$ cat src/rtl/ifetch_pkg.sv
// Shared types and constants for the instruction-fetch stage.
//   state_t     : fetch control state (RUN issues requests, HALT waits for a redirect)
//   INSTR_BYTES : byte distance between consecutive fetch addresses
//   entry_t     : one buffered fetch result as presented to decode
`ifndef ALEN
`define ALEN 32
`endif
`ifndef ILEN
`define ILEN 32
`endif

package ifetch_types;

  typedef enum logic {
    RUN  = 1'b0,
    HALT = 1'b1
  } state_t;

  localparam int INSTR_BYTES = 4;

  typedef struct packed {
    logic [`ILEN-1:0] data;
    logic             fault;
    logic [`ALEN-1:0] addr;
  } entry_t;

endpackage

$ cat src/rtl/ifetch_queue.sv
// Synchronous FIFO holding fetched words until decode takes them.
//   clk, rst     : clock, synchronous active-high reset (pointers/count only)
//   push, din    : write din at the tail (ignored when full unless popping)
//   pop          : drop the head (ignored when empty)
//   clear        : empty the queue; wins over push and pop
//   head         : current head entry, valid when !empty
//   count/empty/full : occupancy
module ifetch_queue #(
  parameter int DEPTH = 2,
  parameter int WIDTH = 8
) (
  input  logic                         clk,
  input  logic                         rst,
  input  logic                         push,
  input  logic                         pop,
  input  logic                         clear,
  input  logic [WIDTH-1:0]             din,
  output logic [WIDTH-1:0]             head,
  output logic [$clog2(DEPTH+1)-1:0]   count,
  output logic                         empty,
  output logic                         full
);

  localparam int PTR_W = (DEPTH > 1) ? $clog2(DEPTH) : 1;
  localparam int CNT_W = $clog2(DEPTH + 1);

  logic [WIDTH-1:0] mem_q [DEPTH];
  logic [PTR_W-1:0] wr_ptr_q, wr_ptr_d;
  logic [PTR_W-1:0] rd_ptr_q, rd_ptr_d;
  logic [CNT_W-1:0] count_q, count_d;
  logic             do_push, do_pop;

  // DEPTH need not be a power of two here, so wrap by compare.
  function automatic logic [PTR_W-1:0] ptr_inc(input logic [PTR_W-1:0] p);
    return (p == PTR_W'(DEPTH - 1)) ? '0 : p + PTR_W'(1);
  endfunction

  assign empty  = (count_q == '0);
  assign full   = (count_q == CNT_W'(DEPTH));
  assign count  = count_q;
  assign head   = mem_q[rd_ptr_q];
  assign do_pop  = pop && !empty;
  assign do_push = push && (!full || do_pop);

  always_comb begin
    wr_ptr_d = wr_ptr_q;
    rd_ptr_d = rd_ptr_q;
    count_d  = count_q;
    if (clear) begin
      wr_ptr_d = '0;
      rd_ptr_d = '0;
      count_d  = '0;
    end else begin
      if (do_push) wr_ptr_d = ptr_inc(wr_ptr_q);
      if (do_pop)  rd_ptr_d = ptr_inc(rd_ptr_q);
      if (do_push && !do_pop)      count_d = count_q + CNT_W'(1);
      else if (do_pop && !do_push) count_d = count_q - CNT_W'(1);
    end
  end

  always_ff @(posedge clk) begin
    if (rst) begin
      wr_ptr_q <= '0;
      rd_ptr_q <= '0;
      count_q  <= '0;
    end else begin
      wr_ptr_q <= wr_ptr_d;
      rd_ptr_q <= rd_ptr_d;
      count_q  <= count_d;
    end
  end

  always_ff @(posedge clk) begin
    if (do_push && !clear) mem_q[wr_ptr_q] <= din;
  end

endmodule

$ cat src/rtl/ifetch.sv
// Instruction-fetch stage feeding decode.
//   clk, rst            : clock, synchronous active-high reset
//   flush, flush_target : redirect; target becomes the new PC
//   next_stalled        : decode cannot accept this cycle
//   stall_next          : no valid entry presented this cycle
//   instruction, instruction_addr, instruction_next_addr, ifetch_exception : head entry
//   mem_req_*           : aligned fetch request channel (valid/ready)
//   mem_resp_*          : in-order fetch responses, at most one per cycle
module ifetch
  import ifetch_types::*;
#(
  parameter logic [`ALEN-1:0] RESET_PC     = '0,
  parameter int               MAX_INFLIGHT = 2
) (
  input  logic             clk,
  input  logic             rst,
  input  logic             flush,
  input  logic [`ALEN-1:0] flush_target,
  input  logic             next_stalled,
  output logic             stall_next,
  output logic [`ILEN-1:0] instruction,
  output logic [`ALEN-1:0] instruction_addr,
  output logic [`ALEN-1:0] instruction_next_addr,
  output logic             ifetch_exception,
  output logic             mem_req_valid,
  output logic [`ALEN-1:0] mem_req_addr,
  input  logic             mem_req_ready,
  input  logic             mem_resp_valid,
  input  logic [`ILEN-1:0] mem_resp_data,
  input  logic             mem_resp_fault
);

  localparam int CNT_W = $clog2(MAX_INFLIGHT + 1);

  state_t           state_q, state_d;
  logic [`ALEN-1:0] pc_q, pc_d;
  logic [`ALEN-1:0] resp_pc_q, resp_pc_d;
  logic [CNT_W-1:0] inflight_q, inflight_d;
  logic [CNT_W-1:0] drop_q, drop_d;
  logic             misalign_q, misalign_d;

  logic             q_push, q_pop, q_empty, q_full;
  logic [CNT_W-1:0] q_count;
  entry_t           q_din, q_head;
  logic             req_fire, resp_take;
  logic [CNT_W:0]   occupancy;

  ifetch_queue #(
    .DEPTH (MAX_INFLIGHT),
    .WIDTH ($bits(entry_t))
  ) u_queue (
    .clk   (clk),
    .rst   (rst),
    .push  (q_push),
    .pop   (q_pop),
    .clear (flush),
    .din   (q_din),
    .head  (q_head),
    .count (q_count),
    .empty (q_empty),
    .full  (q_full)
  );

  // Credit: outstanding requests plus buffered words never exceed the queue
  // depth, so every response that is kept has a free slot waiting for it.
  assign occupancy     = {1'b0, inflight_q} + {1'b0, q_count};
  assign mem_req_valid = (state_q == RUN) && !flush && !rst &&
                         (occupancy < (CNT_W+1)'(MAX_INFLIGHT));
  assign mem_req_addr  = pc_q;
  assign req_fire      = mem_req_valid && mem_req_ready;
  assign resp_take     = mem_resp_valid && !flush && (drop_q == '0);

  assign stall_next            = q_empty || rst;
  assign q_pop                 = !stall_next && !next_stalled;
  assign instruction           = q_head.data;
  assign instruction_addr      = q_head.addr;
  assign instruction_next_addr = q_head.addr + `ALEN'(INSTR_BYTES);
  assign ifetch_exception      = q_head.fault;

  // Next-state logic
  always_comb begin
    state_d    = state_q;
    pc_d       = pc_q;
    resp_pc_d  = resp_pc_q;
    inflight_d = inflight_q;
    drop_d     = drop_q;
    misalign_d = 1'b0;
    q_push     = 1'b0;
    q_din      = '{data: mem_resp_data, fault: mem_resp_fault, addr: resp_pc_q};
    if (flush) begin
      // Every request still outstanding after this cycle is stale.
      pc_d       = flush_target;
      resp_pc_d  = flush_target;
      inflight_d = inflight_q - CNT_W'(mem_resp_valid);
      drop_d     = inflight_q - CNT_W'(mem_resp_valid);
      misalign_d = |flush_target[1:0];
      state_d    = misalign_d ? HALT : RUN;
    end else begin
      if (req_fire) pc_d = pc_q + `ALEN'(INSTR_BYTES);
      inflight_d = inflight_q + CNT_W'(req_fire) - CNT_W'(mem_resp_valid);
      if (mem_resp_valid && (drop_q != '0)) drop_d = drop_q - CNT_W'(1);
      // A misaligned redirect issues nothing, so no response can compete
      // with its synthetic exception entry for the queue write port.
      if (misalign_q) begin
        q_push = 1'b1;
        q_din  = '{data: '0, fault: 1'b1, addr: resp_pc_q};
      end else if (resp_take) begin
        q_push    = 1'b1;
        resp_pc_d = resp_pc_q + `ALEN'(INSTR_BYTES);
        if (mem_resp_fault) state_d = HALT;
      end
    end
  end

  // State register
  always_ff @(posedge clk) begin
    if (rst) begin
      state_q    <= RUN;
      pc_q       <= RESET_PC;
      resp_pc_q  <= RESET_PC;
      inflight_q <= '0;
      drop_q     <= '0;
      misalign_q <= 1'b0;
    end else begin
      state_q    <= state_d;
      pc_q       <= pc_d;
      resp_pc_q  <= resp_pc_d;
      inflight_q <= inflight_d;
      drop_q     <= drop_d;
      misalign_q <= misalign_d;
    end
  end

  always_ff @(posedge clk) begin
    if (!rst) assert (!(resp_take && q_full && !q_pop));
  end

endmodule

$ cat config.mk
export PLATFORM = sky130hd
export DESIGN_NAME = ifetch
export DESIGN_NICKNAME = d
export VERILOG_FILES = /design/src/rtl/ifetch_pkg.sv /design/src/rtl/ifetch_queue.sv /design/src/rtl/ifetch.sv
export SDC_FILE = /design/constraint.sdc
export NUM_CORES = 1
export LEC_CHECK = 0
export CAP_MARGIN = 0
export CORE_ASPECT_RATIO = 1.2
export CORE_MARGIN = 10
export CORE_UTILIZATION = 50
export DETAILED_ROUTE_END_ITERATION = 10
export HOLD_SLACK_MARGIN = 0.03
export PLACE_DENSITY = 0.79
export SLEW_MARGIN = 5
export SYNTH_ARGS = -nofsm -noshare
export SYNTH_HDL_FRONTEND = slang
export SYNTH_SLANG_ARGS = --single-unit
$ cat constraint.sdc
create_clock -name clk -period 14.6 [get_ports clk]
set_input_delay 3.65 -clock clk [delete_from_list [all_inputs] [get_ports clk]]
set_output_delay 3.65 -clock clk [all_outputs]
set_load 0.01 [all_outputs]
Yosys cells after proc, flatten, opt, wreduce, memory -nomap -nowiden
Memory sizes are Yosys's and may differ from the RTL's. A register that Yosys moved wholly into a read port is not among the register bits.
Index checks and enable logic that the tools add are counted.
- bits in registers: 74
- memory bits (writable): 130
- input bits: 71
- logic and storage cells: 89
- memories kept: 1
- add/subtract/negate cells: 12
- order comparisons: 1
- eq/ne operators: 2
- mux-type cells: 26
- bitwise operators: 2
- reductions and logical operators: 36
- memories (name ; words ; width ; read ports ; clocked after memory_dff ; write ports ; line ; text):
    u_queue.mem_q ; 2 ; 65 ; 1 ; 1 ; 1 ; ifetch_queue.sv:27 ; logic [WIDTH-1:0] mem_q [DEPTH];
- operators by type and width (kind ; count):
    two-way mux 32 bit ; 5
    two-way mux 65 bit ; 2
    adder 32 x 3 -> 32 bit (second input constant) ; 3
    two-way mux 1 bit ; 14
    logical AND 1 bit ; 13
    nonzero test 2 bit ; 6
    two-way mux 2 bit ; 5
    logical NOT 1 bit ; 8
    OR reduction 2 bit ; 3
    logical NOT 2 bit ; 2
    subtractor 2 x 1 -> 2 bit ; 2
    subtractor 2 x 1 -> 2 bit (second input constant) ; 2
    adder 2 x 2 -> 3 bit ; 1
    less-than comparator 3 x 2 -> 1 bit (second input constant) ; 1
    AND reduction 3 bit ; 1
    adder 1 bit (second input constant) ; 2
    adder 2 x 1 -> 2 bit ; 1
    adder 2 x 1 -> 2 bit (second input constant) ; 1
    == test 2 bit (second input constant) ; 1
    logical OR 1 bit ; 2
    inequality test 2 bit (second input constant) ; 1
    inverter 1 bit ; 2
    AND reduction 2 bit ; 1

Longest topological paths before layout
- word-level depth: 11
- depth in mapped cells: 13

Hierarchy
From an unflattened synthesis, not the netlist that was laid out.
- cells, all modules: 860
- area total of the unflattened synthesis: 9774.4 sq um
- modules (own cells, without submodules) (module ; instances ; cells each ; area each (sq um) ; sequential area each (sq um)):
    ifetch_queue ; 1 ; 229 ; 4923.5 ; 4003.8
    ifetch ; 1 ; 631 ; 4850.9 ; 1401.3

Least setup slack after synthesis
Ideal clock, no wire load.
- path type: input to output
- from: input port flush
- to: output port mem_req_valid
- arrival time: 4.625 ns
- slack: 6.325 ns
- stages on the path: 5
- cells stage by stage: clkbuf_1 > inv_2 > clkbuf_1 > nand2_1 > nor2_1
- longest elaborated chain between the ends: 4
- ends and longest elaborated chain (what ; line ; text):
    start: declaration ; ifetch.sv:17 ; input logic flush,
    logical NOT 1 bit ; ifetch.sv:67 ; assign mem_req_valid = (state_q == RUN) && !flush && !rst &&
    logical AND 1 bit (3 in series) ; ifetch.sv:67 ;
    end: declaration ; ifetch.sv:25 ; output logic mem_req_valid,
Every way passes these cells.

Worst setup path after layout
- from: input port rst
- to: output port mem_req_valid
- longest elaborated chain between the ends: 3
- ends and longest elaborated chain (what ; line ; text):
    start: declaration ; ifetch.sv:16 ; input logic rst,
    logical NOT 1 bit ; -- ;
    logical AND 1 bit (2 in series) ; ifetch.sv:67 ;
Every way passes these cells.

==> key figures <==
Run status
  • Status: complete, no violations

Timing
  • Maximum clock rate: between 100 and 150 MHz
  • RSZ-0062 raised after global routing: no
  • Final Hold Fails: 0
  • Slew @ Worst Pin: 1.01 ns
  • Final Max Slew Viols: 0
  • Final setup viols: 0
  • Minimum clock period: about 9.6 ns
  • Setup Skew: 0.00920 ns
  • Setup_tns: 0 ns
  • Min Hold Slack: around 0.46 ns
  • Final period util: 0.656
  • Slew headroom: 0.326
  • Final WS setup: about 5 ns

Global route
  • Grt ovf: 0
  • Met2 Resource Use GR: 0.299
  • Vias in the first global route: between 6000 and 7000
  • Met3 Use GR: 0.0420
  • Met1 usage: 0.230
  • First-pass GRT wire length: ~37 mm
  • GRT Max-Usage Layer: met2
  • Pin count of the biggest net entering global routing: a little over 90
  • Number of antenna violations at the first check in global routing: 0
  • Total GRT Usage: 0.180

Worst setup path
  • WP data required: roughly 11 ns
  • Worst reg2reg setup slack: between 10 and 15 ns
  • Critical Path Source: rst
  • CP arrival: 5.93 ns
  • CP endpoint kind: primary output
  • Crit Reg-Reg Startpoint: u_queue.count[0]
  • Max FO, Critical Path: 30
  • Startpoint Class: primary input
  • R2R depth: 13
  • Reg2Reg Capture Point: inflight_q[1]
  • CP Class: primary input to primary output

Floorplanning
  • Die area: approximately 25000 sq um
  • Die W: roughly 150 microns
  • CORE AREA: between 15000 and 20000 sq um
  • Chip height: 171 microns
  • Row count: 55
  • Num ports: approximately 200
  • Initial core utilization: 0.506

Power
  • Clock share of power: 0.406
  • Maximum vdd drop: 80.2 uV
  • Psw: between 0.3 and 0.4 mW
  • Combinational power share: 0.129
  • Internal: approximately 1.1 mW
  • Sw Share: 0.224
  • Pleak: about 4.2 nW
  • Pwr Density: between 100 and 150 nW/um^2
  • Sequential power share: 0.465
  • Power Total: between 1 and 1.5 mW

Min path
  • Worst Hold Depth: 2
  • Worst hold path class: flop to flop
  • Worst Min Path Start: mem_req_addr[1]
  • Hold Crit Endpoint: mem_req_addr[1]

Logic synthesis
  • Synth Flop Type: edfxtp_1
  • Cell variety after synth: a little over 60
  • Ys async rst share: 0
  • Mapped Area: about 9500 sq um
  • Flops & latches, synth: ~210
  • Post-synth EDFFs: 130
  • Syn Area/Cell: around 12 sq um
  • Post-Syn Instances: ~800
  • Sequential area share after synthesis: 0.568
  • Yosys warning total: 0
  • Syn nets: between 800 and 900

Flow run
  • Max Cap Viol: 0

CTS
  • CTS resizes: 0
  • Hold_buf cts: 0
  • CTS tree: yes
  • H-tree levels: 1
  • CTS Root Cell: clkbuf_16
  • Setup Fix Bufs, Post-CTS: 0
  • CTS sink cnt: between 200 and 250
  • Clock Latency Late Sink: between 0.4 and 0.5 ns
  • Total CTS buffers: 21
  • Clk slew on worst S/H paths: roughly 0.060 ns
  • CTS Buffer Depth: 3

Finish
  • Post-layout util: 0.667
  • Share of layout cells above drive strength 1: 0.114
  • Nets: about 1100
  • Commonest non-fill, non-tap cell in the layout: clkdlybuf4s50_1
  • Most frequent cells in the layout: clkdlybuf4s50_1 (201), edfxtp_1 (130), dfxtp_1 (74)
  • Fin cells: 1263
  • Filler Cell Count: roughly 1400
  • Cell area after layout: 12500 sq um
  • N_diodes: 0
  • Layout area overhead: 31.8%

Placement
  • Port Buf Inserts: ~200
  • Placed Area: 11700 sq um
  • Pre-CTS setup slack: 5.02 ns
  • DPL Wire Length: ~17 mm
  • Final GP Congestion: between 0.8 and 0.9
  • Dpl cells: ~1200

Route
  • Vias: 6833
  • Drc violations: 0
  • DR iter-0 viols: 379
  • Routed wire length: about 23 mm
  • Vias per Instance: 5.41
  • Drt pass-1 iters: 5
  • Antenna-violating nets left: 0
  • Avg WL per Cell: approximately 18 microns
==> cell families after synthesis <==
logic type / Yosys count / share of synthesized area
simple gates: 259 / 0.154
flops: 205 / 0.568
compound gates: 120 / 0.0858
xor+xnor: 85 / 0.0783
mux: 64 / 0.0751
buf+inv: 57 / 0.0257
fa+ha+maj: 9 / 0.0126
==> registers in the layout, summed over array words and instances, names as in the netlist, named ones only <==
register,flops
misalign_q,1
u_queue.rd_ptr_q,1
drop_q,2
u_queue.mem_q,130
u_queue.wr_ptr_q,1
u_queue.count,2
mem_req_addr,32
state_q,1
resp_pc_q,32
inflight_q,2
==> worst max-delay path, stage by stage <==
cell and delay (ns):
clkdlybuf4s50_1 0.39, buf_4 0.24, inv_1 0.52, nand2_1 0.36, nor2_1 0.18, clkdlybuf4s50_1 0.56
==> Yosys cell counts, types with 7 or more instances <==
| library cell | count | share of area |
|---|---|---|
| xor2_1 | 35 | 0.032 |
| a21boi_0 | 24 | 0.019 |
| a211oi_1 | 14 | 0.011 |
| nand4b_1 | 8 | 0.0074 |
| and4_1 | 7 | 0.0064 |
| dfxtp_1 | 75 | 0.16 |
| xnor2_1 | 50 | 0.046 |
| and2_1 | 36 | 0.024 |
| o21ai_0 | 14 | 0.0074 |
| nor2_1 | 35 | 0.014 |
| nor3_1 | 12 | 0.0063 |
| ha_1 | 8 | 0.011 |
| nand4_1 | 27 | 0.018 |
| nand3_1 | 27 | 0.014 |
| inv_1 | 20 | 0.0079 |
| and3_1 | 14 | 0.0092 |
| nor4_1 | 8 | 0.0053 |
| o21a_1 | 16 | 0.013 |
| mux2_2 | 59 | 0.070 |
| clkbuf_1 | 23 | 0.0091 |
| edfxtp_1 | 130 | 0.41 |
| a21oi_1 | 25 | 0.013 |
| nand2_1 | 56 | 0.022 |
==> worst max path at each step <==
stage,to,slack (ns)
after global routing,mem_req_valid,4.89
after CTS,mem_req_valid,5.01
after global placement,mem_req_valid,5.13
after detailed placement,mem_req_valid,5.02
after floorplan,mem_req_valid,6.33
final,mem_req_valid,5.02
==> power groups by stage <==
stage,combinational [mW],sequential [mW],clock (mW)
2_1_floorplan,0.0919,0.685,0
3_3_place_gp,0.187,0.687,0
3_5_place_dp,0.190,0.689,0
4_1_cts,0.191,0.677,0.604
5_1_grt,0.204,0.681,0.627
6_report,0.189,0.677,0.591
==> final cells by class <==
cell class                      count  area (sq um)  area share
Tap cell                          256           320      0.0256
Clock inverter                     10           156      0.0125
Sequential cell                   205          5410       0.432
Multi-Input combinational cell    537          3870       0.309
Inverter                           21          78.8     0.00629
Timing Repair Buffer              207          2060       0.164
Clock buffer                       27           632      0.0504
==> routing by layer <==
metal  share of wire  vias to the layer above  routed length, microns
met5               0                        -                       0
met4           0.019                        0                     438
met3           0.073                       32                    1700
met2            0.48                      231                   11100
met1            0.43                     3237                   10000
li1                -                     3333                       -
Power figures use the tool's default switching activity.
